===== config.mk =====
export PLATFORM = sky130hd
export DESIGN_NAME = instruction_loader
export DESIGN_NICKNAME = d
export VERILOG_FILES = /design/src/rtl/instruction_loader_pkg.sv /design/src/rtl/instruction_loader_byte_packer.sv /design/src/rtl/instruction_loader.sv
export SDC_FILE = /design/constraint.sdc
export NUM_CORES = 1
export LEC_CHECK = 0
export CORE_MARGIN = 8
export CORE_UTILIZATION = 40
export CTS_BUF_LIST = sky130_fd_sc_hd__clkbuf_16
export DETAILED_ROUTE_END_ITERATION = 8
export HOLD_SLACK_MARGIN = 0.15
export PLACE_DENSITY = 0.69
export SYNTH_ARGS = -nofsm -noshare
export SYNTH_HDL_FRONTEND = slang
export SYNTH_SLANG_ARGS = --single-unit

===== constraint.sdc =====
create_clock -name clk -period 5 [get_ports clk]
set_clock_uncertainty 0.1 [all_clocks]
set_input_delay 1.25 -clock clk [delete_from_list [all_inputs] [get_ports clk]]
set_output_delay 1.25 -clock clk [all_outputs]
set_load 0.03 [all_outputs]

===== src/rtl/instruction_loader_pkg.sv =====
// Shared types and helpers for the instruction loader: FSM state encoding,
// word size and byte-address computation.
package loader_pkg;

  typedef enum logic [2:0] {
    IDLE,
    HDR,
    DATA,
    WRITE,
    CHK,
    VERIFY,
    DONE,
    ERROR
  } loader_state_t;

  localparam int unsigned BYTES_PER_WORD = 4;

  // Word index to byte address; callers truncate to the memory address width.
  function automatic logic [31:0] word_addr(input logic [31:0] idx);
    return idx << 2;
  endfunction

endpackage


===== src/rtl/instruction_loader_byte_packer.sv =====
// Little-endian byte-to-word shifter shared by header, data and checksum
// collection; the first accepted byte lands in bits [7:0].
module byte_packer
  import loader_pkg::*;
(
  input  logic        clk,
  input  logic        rst,
  input  logic        clear_i,
  input  logic        byte_valid_i,
  input  logic [7:0]  byte_i,
  output logic [31:0] word_o,
  output logic [31:0] word_next_o,
  output logic        complete_o,
  output logic        word_valid_o
);

  logic [1:0]  cnt_q;
  logic [31:0] word_q;
  logic        valid_q;

  // word_next_o/complete_o let the FSM act on the edge that takes the last byte.
  assign word_next_o  = {byte_i, word_q[31:8]};
  assign complete_o   = byte_valid_i && !clear_i && (cnt_q == 2'(BYTES_PER_WORD - 1));
  assign word_o       = word_q;
  assign word_valid_o = valid_q;

  always_ff @(posedge clk or posedge rst) begin
    if (rst) begin
      cnt_q   <= 2'd0;
      word_q  <= 32'd0;
      valid_q <= 1'b0;
    end else if (clear_i) begin
      cnt_q   <= 2'd0;
      word_q  <= 32'd0;
      valid_q <= 1'b0;
    end else begin
      valid_q <= complete_o;
      if (byte_valid_i) begin
        word_q <= word_next_o;
        cnt_q  <= cnt_q + 2'd1;
      end
    end
  end

endmodule


===== src/rtl/instruction_loader.sv =====
// Framed byte-stream program loader driving the instruction memory rw port.
// Optional read-back verification is enabled with `define LOADER_VERIFY_EN.
module instruction_loader
  import loader_pkg::*;
#(
  parameter int DEPTH = 4096,
  parameter int CNT_W = 16
) (
  input  logic                     clk,
  input  logic                     rst,
  input  logic                     start,
  input  logic [7:0]               rx_data,
  input  logic                     rx_valid,
  output logic                     rx_ready,
  output logic                     we,
  output logic [$clog2(DEPTH)-1:0] addr_rw,
  output logic [31:0]              write_instruction_rw,
  input  logic [31:0]              read_instruction_rw,
  output logic                     cpu_hold,
  output logic                     busy,
  output logic                     done,
  output logic                     error,
  output logic [CNT_W-1:0]         words_loaded
);

  localparam int AW = $clog2(DEPTH);
  localparam logic [31:0] MAX_WORDS = 32'(DEPTH / 4);

  loader_state_t state_q, state_d;
  logic [CNT_W-1:0] words_q, words_d;
  logic [CNT_W-1:0] n_q, n_d;
  logic [31:0]      sum_q, sum_d;
  logic             done_q, done_d;
  logic             error_q, error_d;
  logic             hold_q, hold_d;
  logic [AW-1:0]    addr_q, addr_d;
  logic             clear;

  logic             fire;
  logic [31:0]      pk_word;
  logic [31:0]      pk_word_next;
  logic             pk_complete;
  logic             pk_word_valid;
  logic [CNT_W-1:0] n_hdr;

`ifdef LOADER_VERIFY_EN
  logic [CNT_W-1:0] rd_idx_q, rd_idx_d;
  logic             issue_q, issue_d;
  logic             data_v_q, data_v_d;
  logic [31:0]      vsum_q, vsum_d;
  logic [31:0]      chk_q, chk_d;
  logic [31:0]      final_sum;
`else
  logic unused_rd;
  assign unused_rd = ^read_instruction_rw;
`endif

  assign rx_ready = (state_q == HDR) || (state_q == DATA) || (state_q == CHK);
  assign fire     = rx_valid && rx_ready;
  assign n_hdr    = pk_word_next[CNT_W-1:0];

  byte_packer u_packer (
    .clk          (clk),
    .rst          (rst),
    .clear_i      (clear),
    .byte_valid_i (fire),
    .byte_i       (rx_data),
    .word_o       (pk_word),
    .word_next_o  (pk_word_next),
    .complete_o   (pk_complete),
    .word_valid_o (pk_word_valid)
  );

  assign we                   = (state_q == WRITE) && pk_word_valid;
  assign addr_rw              = addr_q;
  assign write_instruction_rw = pk_word;
  assign busy                 = !(state_q inside {IDLE, DONE, ERROR});
  assign done                 = done_q;
  assign error                = error_q;
  assign cpu_hold             = hold_q;
  assign words_loaded         = words_q;

  always_comb begin
    state_d = state_q;
    words_d = words_q;
    n_d     = n_q;
    sum_d   = sum_q;
    done_d  = done_q;
    error_d = error_q;
    hold_d  = hold_q;
    addr_d  = addr_q;
    clear   = 1'b0;
`ifdef LOADER_VERIFY_EN
    rd_idx_d  = rd_idx_q;
    issue_d   = issue_q;
    data_v_d  = data_v_q;
    vsum_d    = vsum_q;
    chk_d     = chk_q;
    final_sum = 32'd0;
`endif
    case (state_q)
      IDLE, DONE, ERROR: begin
        if (start) begin
          state_d = HDR;
          done_d  = 1'b0;
          error_d = 1'b0;
          words_d = '0;
          sum_d   = 32'd0;
          hold_d  = 1'b1;
          clear   = 1'b1;
        end
      end
      HDR: begin
        if (pk_complete) begin
          n_d = n_hdr;
          if (32'(n_hdr) > MAX_WORDS) begin
            state_d = ERROR;
            error_d = 1'b1;
          end else if (n_hdr == '0) begin
            state_d = CHK;
          end else begin
            state_d = DATA;
          end
        end
      end
      DATA: begin
        if (pk_complete) begin
          state_d = WRITE;
          addr_d  = AW'(word_addr(32'(words_q)));
        end
      end
      WRITE: begin
        sum_d   = sum_q + pk_word;
        words_d = words_q + CNT_W'(1);
        state_d = (words_d == n_q) ? CHK : DATA;
      end
      CHK: begin
        if (pk_complete) begin
`ifdef LOADER_VERIFY_EN
          // Prime the read pipeline: address 0 goes out on the first VERIFY cycle.
          state_d  = VERIFY;
          chk_d    = pk_word_next;
          vsum_d   = 32'd0;
          data_v_d = 1'b0;
          if (n_q != '0) begin
            addr_d   = '0;
            rd_idx_d = CNT_W'(1);
            issue_d  = 1'b1;
          end else begin
            rd_idx_d = '0;
            issue_d  = 1'b0;
          end
`else
          if (pk_word_next == sum_q) begin
            state_d = DONE;
            done_d  = 1'b1;
            hold_d  = 1'b0;
          end else begin
            state_d = ERROR;
            error_d = 1'b1;
          end
`endif
        end
      end
`ifdef LOADER_VERIFY_EN
      VERIFY: begin
        // Data returning now belongs to the address presented last cycle.
        final_sum = vsum_q + (data_v_q ? read_instruction_rw : 32'd0);
        vsum_d    = final_sum;
        data_v_d  = issue_q;
        if (rd_idx_q < n_q) begin
          addr_d   = AW'(word_addr(32'(rd_idx_q)));
          rd_idx_d = rd_idx_q + CNT_W'(1);
          issue_d  = 1'b1;
        end else begin
          issue_d = 1'b0;
        end
        if (!issue_q) begin
          if (final_sum == chk_q) begin
            state_d = DONE;
            done_d  = 1'b1;
            hold_d  = 1'b0;
          end else begin
            state_d = ERROR;
            error_d = 1'b1;
          end
        end
      end
`endif
      default: state_d = IDLE;
    endcase
  end

  always_ff @(posedge clk or posedge rst) begin
    if (rst) begin
      state_q <= IDLE;
      words_q <= '0;
      n_q     <= '0;
      sum_q   <= 32'd0;
      done_q  <= 1'b0;
      error_q <= 1'b0;
      hold_q  <= 1'b0;
      addr_q  <= '0;
    end else begin
      state_q <= state_d;
      words_q <= words_d;
      n_q     <= n_d;
      sum_q   <= sum_d;
      done_q  <= done_d;
      error_q <= error_d;
      hold_q  <= hold_d;
      addr_q  <= addr_d;
    end
  end

`ifdef LOADER_VERIFY_EN
  always_ff @(posedge clk or posedge rst) begin
    if (rst) begin
      rd_idx_q <= '0;
      issue_q  <= 1'b0;
      data_v_q <= 1'b0;
      vsum_q   <= 32'd0;
      chk_q    <= 32'd0;
    end else begin
      rd_idx_q <= rd_idx_d;
      issue_q  <= issue_d;
      data_v_q <= data_v_d;
      vsum_q   <= vsum_d;
      chk_q    <= chk_d;
    end
  end
`endif

endmodule


==> flow_summary.yaml, run 1 <==
floorplan:
  design.core.area_um2: 17800
  io_pins: 110
  die_w_um: 150
  start_util: 0.403
  die_area_um2: 22500
  rows: 49
  die_h_um: 150
timing:
  worst_pin_slew_ns: 0.923
  rsz0062_at_grt: "no"
  finalCritPeriodShare: 0.735
  tns_ns: 0
  slew_violations: 0
  min_period_ns: 3.68
  hold_viol_final: 0
  max-slew-margin-rel: 0.385
  setup_viol: 0
  fmax_mhz: 272
global_route:
  grt_start_max_net_pins: 72
  grt-ovfl-total: 0
  antenna_found_initial: 0
  grt_first_pass_wirelength_um: 32400
  first_global_vias: 5997
  grt.total_usage: 0.181
detailed_routing:
  vias: 6185
  drt_iter0_drc: 444
  routed_wl_um: 19600
  antenna_left: 0
  drt_pre_antenna_iters: 5
  post-route-drc-count: 0
  via_per_inst: 5.60
  wl_per_cell_um: 17.7
critical_path:
  critPathLaunchType: "flip-flop"
  arrival_ns: 2.33
  rr_worst_depth: 11
  r2r_slack_ns: 1.70
  cp_max_fo: 14
  r2r-end: "sum_q[30]"
  critPathRequiredTime_ns: 3.65
  crit_path_end_kind: "output pin"
  r2r_start: "u_packer.word_o[0]"
  crit_type: "flip-flop to output pin"
logic_synthesis:
  async_flop_share: 1.00
  synth_area_leader_cell: "dfrtp_1"
  synth_area_um2: 7200
  synth_area_per_cell_um2: 8.99
  synth_edf_count: 0
  ys_seq_area_frac: 0.400
  syn_inst: 801
  yosys_warnings: 0
  synth-seq-cells: 115
  synthTopCellsByCount: "nand2_1, dfrtp_1, o21ai_0, nand3_1, xnor2_1"
  yosys_most_used_dff: "dfrtp_1"
  ys_top_cells_by_area: "dfrtp_1, xnor2_1, nand2_1"
  synth_most_common_cell: "nand2_1"
  synth_cell_type_count: 65
  yosys.area.top_type_share: 0.400
hold_path:
  min_from: "cpu_hold"
  hold_end: "cpu_hold"
  min_path_type: "flip-flop to flip-flop"
  hold_depth: 2
placement:
  dpl_cell_area_um2: 8130
  routabilityCongestion: 0.929
  hpwlAfterDp_um: 13700
  port-buffer-count: 75
clocking:
  cts_tree: "done"
  hold_buffers: 0
  clk_path_buf_depth: 2
  clock_latency_ns: 0.42
  numCtsBuffers: 17
  cts_setup_buffers: 0
  htree_levels: 4
  clock-root-buffer: "clkbuf_16"
  cts_num_sinks: 115
  cts_resized: 0
  clk_pin_slew_worst_paths_ns: 0.05
power_and_ir_drop:
  power-per-cell-area_nw_per_um2: 771
  ir_drop_mv: 0.324
  leakagePower_nw: 3.91
finish:
  diodes: 0
  ff_latch_area_um2: 2880
  final_net_count: 941
  fillers: 1654
  multiInputGateArea_um2: 4110
  stdcell_area_um2: 8740
  layout-drive-gt1-share: 0.0959
  syn_to_final_growth_pct: 21.4
run_status:
  outcome: "finished, final reports clean"
flow_run:
  cap_violations: 0
[critical path, stage by stage, from the launching register on]
cell             delay [ns]
dfrtp_1                0.59
nor2b_1                0.43
and3_1                 0.22
clkdlybuf4s50_1        0.68
[cell usage in the layout (no fill, tap or decap), drive strengths merged, types with 4 or more instances in the layout]
cell,count
clkdlybuf4s50,75
nand4,12
o31ai,15
clkbuf,17
or3,6
o21ai,74
dfrtp,115
mux2,27
nand3,64
a21o,13
nor2b,6
buf,9
and3,12
xnor2,60
nand2,124
a211oi,11
nor4,4
and2,8
nand2b,6
nor2,35
ha,33
o211ai,6
nor3,10
a31oi,7
inv,13
a21oi,34
xor2,18
clkinv,7
[sequential cells by signal (all words and copies together) (netlist names), 2 cells and up]
signal and count:
sum_q 32, u_packer.word_o 32, n_q 16, words_loaded 16, addr_rw 10, state_q 3, u_packer.cnt_q 2
[per-layer routing]
metal | global-route usage | part of all wire | wire [um]
met5 | 0 | 0 | 0
met4 | 0.0615 | 0.019 | 368
met3 | 0.0373 | 0.058 | 1130
met2 | 0.292 | 0.48 | 9350
met1 | 0.237 | 0.45 | 8710
[cell type report]
cell class	instances	area share
multi-input combinational	634	0.470
sequential	115	0.329
clock inverter	15	0.0209
timing repair buffer	84	0.0936
clock buffer	17	0.0487
tap	229	0.0328
inverter	11	0.00501
[where the power goes]
group | internal (mW) | switching [mW] | leakage, nW | total, mW
logic | 1.54 | 2.05 | 2.15 | 3.59
clock network | 0.786 | 0.465 | 0.287 | 1.25
registers | 1.29 | 0.604 | 1.47 | 1.89
total | 3.61 | 3.12 | 3.91 | 6.74
[worst max-delay path by stage]
stage,start,depth (start not counted),end
after floorplan,rst,1,addr_rw[10]
after global placement,rx_valid,7,n_q[1]
after detailed placement,rx_valid,7,n_q[3]
after CTS,state_q[0],3,we
after global routing,state_q[0],3,we
final,state_q[0],3,we
[cells by family (layout without fill, tap and decap cells)]
| kind of cell | Yosys count | after routing | share of synthesized area |
|---|---|---|---|
| xor+xnor | 78 | 78 | 0.0949 |
| buf+inv | 53 | 127 | 0.0308 |
| simple gates | 300 | 300 | 0.196 |
| flops | 115 | 115 | 0.400 |
| mux | 29 | 29 | 0.0450 |
| compound gates | 191 | 191 | 0.173 |
| fa+ha+maj | 34 | 34 | 0.0601 |
| other cells | 1 | 2 | 0.000521 |
[stage by stage]
step                power (mW)   util  std cells  worst slack, ns  hold WS [ns]
CTS                       6.75  0.490       1105             1.30         0.381
global route              7.26  0.490       1105             1.17         0.413
detailed placement        5.48  0.456       1073             1.14         0.370
global placement          5.41  0.456       1073             1.18         0.365
floorplan                 4.32      -        802            0.606         0.367
finish                    6.74  0.490       1105             1.32         0.383
No activity file was read; power rests on OpenSTA's default activity.
==> run 2, diff against run 1 <==
PLACE_DENSITY = 0.72   (was 0.69)
clock period = 3.2 ns   (was 5 ns; I/O delays follow)
==> flow_summary.yaml, run 2 (synthesis gave the netlist of run 1 again) <==
run_status:
  outcome: "finished, final reports clean"
global_route:
  grt_start_max_net_pins: 116
  antenna_found_initial: 0
  grt_first_pass_wirelength_um: 32000
  grt.total_usage: 0.180
  grt-ovfl-total: 0
  first_global_vias: 5993
placement:
  port-buffer-count: 75
  hpwlAfterDp_um: 14000
  dp_cells: 1095
  dpl_cell_area_um2: 8310
  routabilityCongestion: 0.911
critical_path:
  critPathRequiredTime_ns: 3.39
  critPathLaunchType: "flip-flop"
  critPathSlowestCell: "fa_1"
  path_cells: "ha_1, fa_1, a211oi_2, o211ai_1, nand3_1, a31oi_1, o21ai_0, nand2_1, a221oi_2, nor4b_1, nand3b_1"
  r2r_start: "u_packer.word_o[0]"
  path_buf_inv: 0
  arrival_ns: 3.20
  crit_path_end_kind: "flip-flop"
  max_stage_delay_ns: 0.45
  cp_max_fo: 3
  cp_top_family: "compound AO/OA/AOI/OAI gates"
  crit_type: "flip-flop to flip-flop"
  rr_worst_depth: 11
  r2r-end: "sum_q[30]"
  r2r_slack_ns: 0.19
finish:
  layout_common_cells: "nand2_1, dfrtp_1, clkdlybuf4s50_1, o21ai_0, nand3_1"
  fillers: 1630
  final_net_count: 963
  stdcell_area_um2: 8860
  fin_cells: 1124
  syn_to_final_growth_pct: 23.1
  final_core_util: 0.497
  layout-drive-gt1-share: 0.113
  final_common_cell: "nand2_1"
  diodes: 0
hold_path:
  min_path_type: "flip-flop to flip-flop"
  hold_depth: 2
  hold_end: "cpu_hold"
  min_from: "cpu_hold"
detailed_routing:
  drt_iter0_drc: 516
  post-route-drc-count: 0
  routed_wl_um: 19800
  wl_per_cell_um: 17.6
  antenna_left: 0
  drt_pre_antenna_iters: 5
  vias: 6307
  via_per_inst: 5.61
timing:
  slew_violations: 0
  tns_ns: 0
  finalCritPeriodShare: 0.942
  min_period_ns: 3.01
  fmax_mhz: 332
  worst_pin_slew_ns: 0.625
  setup_viol: 0
  rsz0062_at_grt: "yes"
  hold_viol_final: 0
  max-slew-margin-rel: 0.583
floorplan:
  start_util: 0.403
  die_area_um2: 22500
  io_pins: 110
  die_w_um: 150
  design.core.area_um2: 17800
  rows: 49
  die_h_um: 150
clocking:
  clk_path_buf_depth: 2
  numCtsBuffers: 17
  htree_levels: 4
  clock_latency_ns: 0.42
  cts_num_sinks: 115
  clk_pin_slew_worst_paths_ns: 0.05
  cts_tree: "done"
  hold_buffers: 0
  clock-root-buffer: "clkbuf_16"
flow_run:
  cap_violations: 0
power_and_ir_drop:
  power-per-cell-area_nw_per_um2: 1190
  leakagePower_nw: 4.01
  ir_drop_mv: 0.559
  total_power_mw: 10.6
[run 2: cell types whose count changed in the layout (fill, tap and decap cells not counted), sizes merged]
| cell | before | now |
|---|---|---|
| clkinv | 7 | 5 |
| inv | 13 | 14 |
| clkinvlp | 3 | 2 |
| bufinv | 3 | 2 |
| buf | 9 | 31 |
[run 2: timing repair]
item | in CTS | in global routing
hold endpoints to repair | 0 | 0
setup buffers | 0 | 0
gates resized for setup | 0 | 4
endpoints found under the setup margin | 0 | 6
[run 2: final cells by class]
cell class | count | area (um2) | share of cell area
inverter | 11 | 45.0 | 0.00508
sequential | 115 | 2880 | 0.325
timing repair buffer | 106 | 996 | 0.112
clock inverter | 12 | 104 | 0.0117
multi-input combinational | 634 | 4130 | 0.466
clock buffer | 17 | 425 | 0.0480
tap | 229 | 287 | 0.0323
[run 2: metrics by stage]
| step | hold WS, ns | setup WS [ns] |
|---|---|---|
| 6_report | 0.387 | 0.187 |
| 5_1_grt | 0.420 | -0.0768 |
| 4_1_cts | 0.389 | 0.0454 |
| 3_5_place_dp | 0.375 | 0.0637 |
| 3_3_place_gp | 0.372 | 0.0964 |
| 2_1_floorplan | 0.367 | 0.307 |
[run 2: report_power, final]
part	internal, mW	total [mW]	switching [mW]
clock network	1.10	1.74	0.633
registers	2.02	2.74	0.716
logic	2.56	6.09	3.53
[run 2: metal layers]
metal / routed length, um / GRT usage / vias to the layer above
met5: 0 / 0 / -
met4: 426 / 0.0600 / 0
met3: 1250 / 0.0451 / 29
met2: 9290 / 0.287 / 194
met1: 8870 / 0.234 / 3052
li1: - / - / 3032
[run 2: worst reg2reg max path, delay by kind of cell (launching register included)]
kind | cells | cell delay, ns
AND/OR/NAND/NOR | 4 | 0.55
flip-flops | 1 | 0.40
AO/OA/AOI/OAI | 5 | 1.11
adder cells (fa/ha/maj) | 2 | 0.72
[run 2: how the worst max path moves through the flow]
stage	endpoint	depth (start not counted)	start	slack, ns
3_5_place_dp	sum_q[30]	11	u_packer.word_o[0]	0.06
6_report	sum_q[30]	11	u_packer.word_o[0]	0.19
4_1_cts	sum_q[30]	11	u_packer.word_o[0]	0.05
3_3_place_gp	sum_q[30]	11	u_packer.word_o[0]	0.1
2_1_floorplan	sum_q[30]	11	u_packer.word_o[0]	0.31
5_1_grt	sum_q[30]	11	u_packer.word_o[0]	-0.08
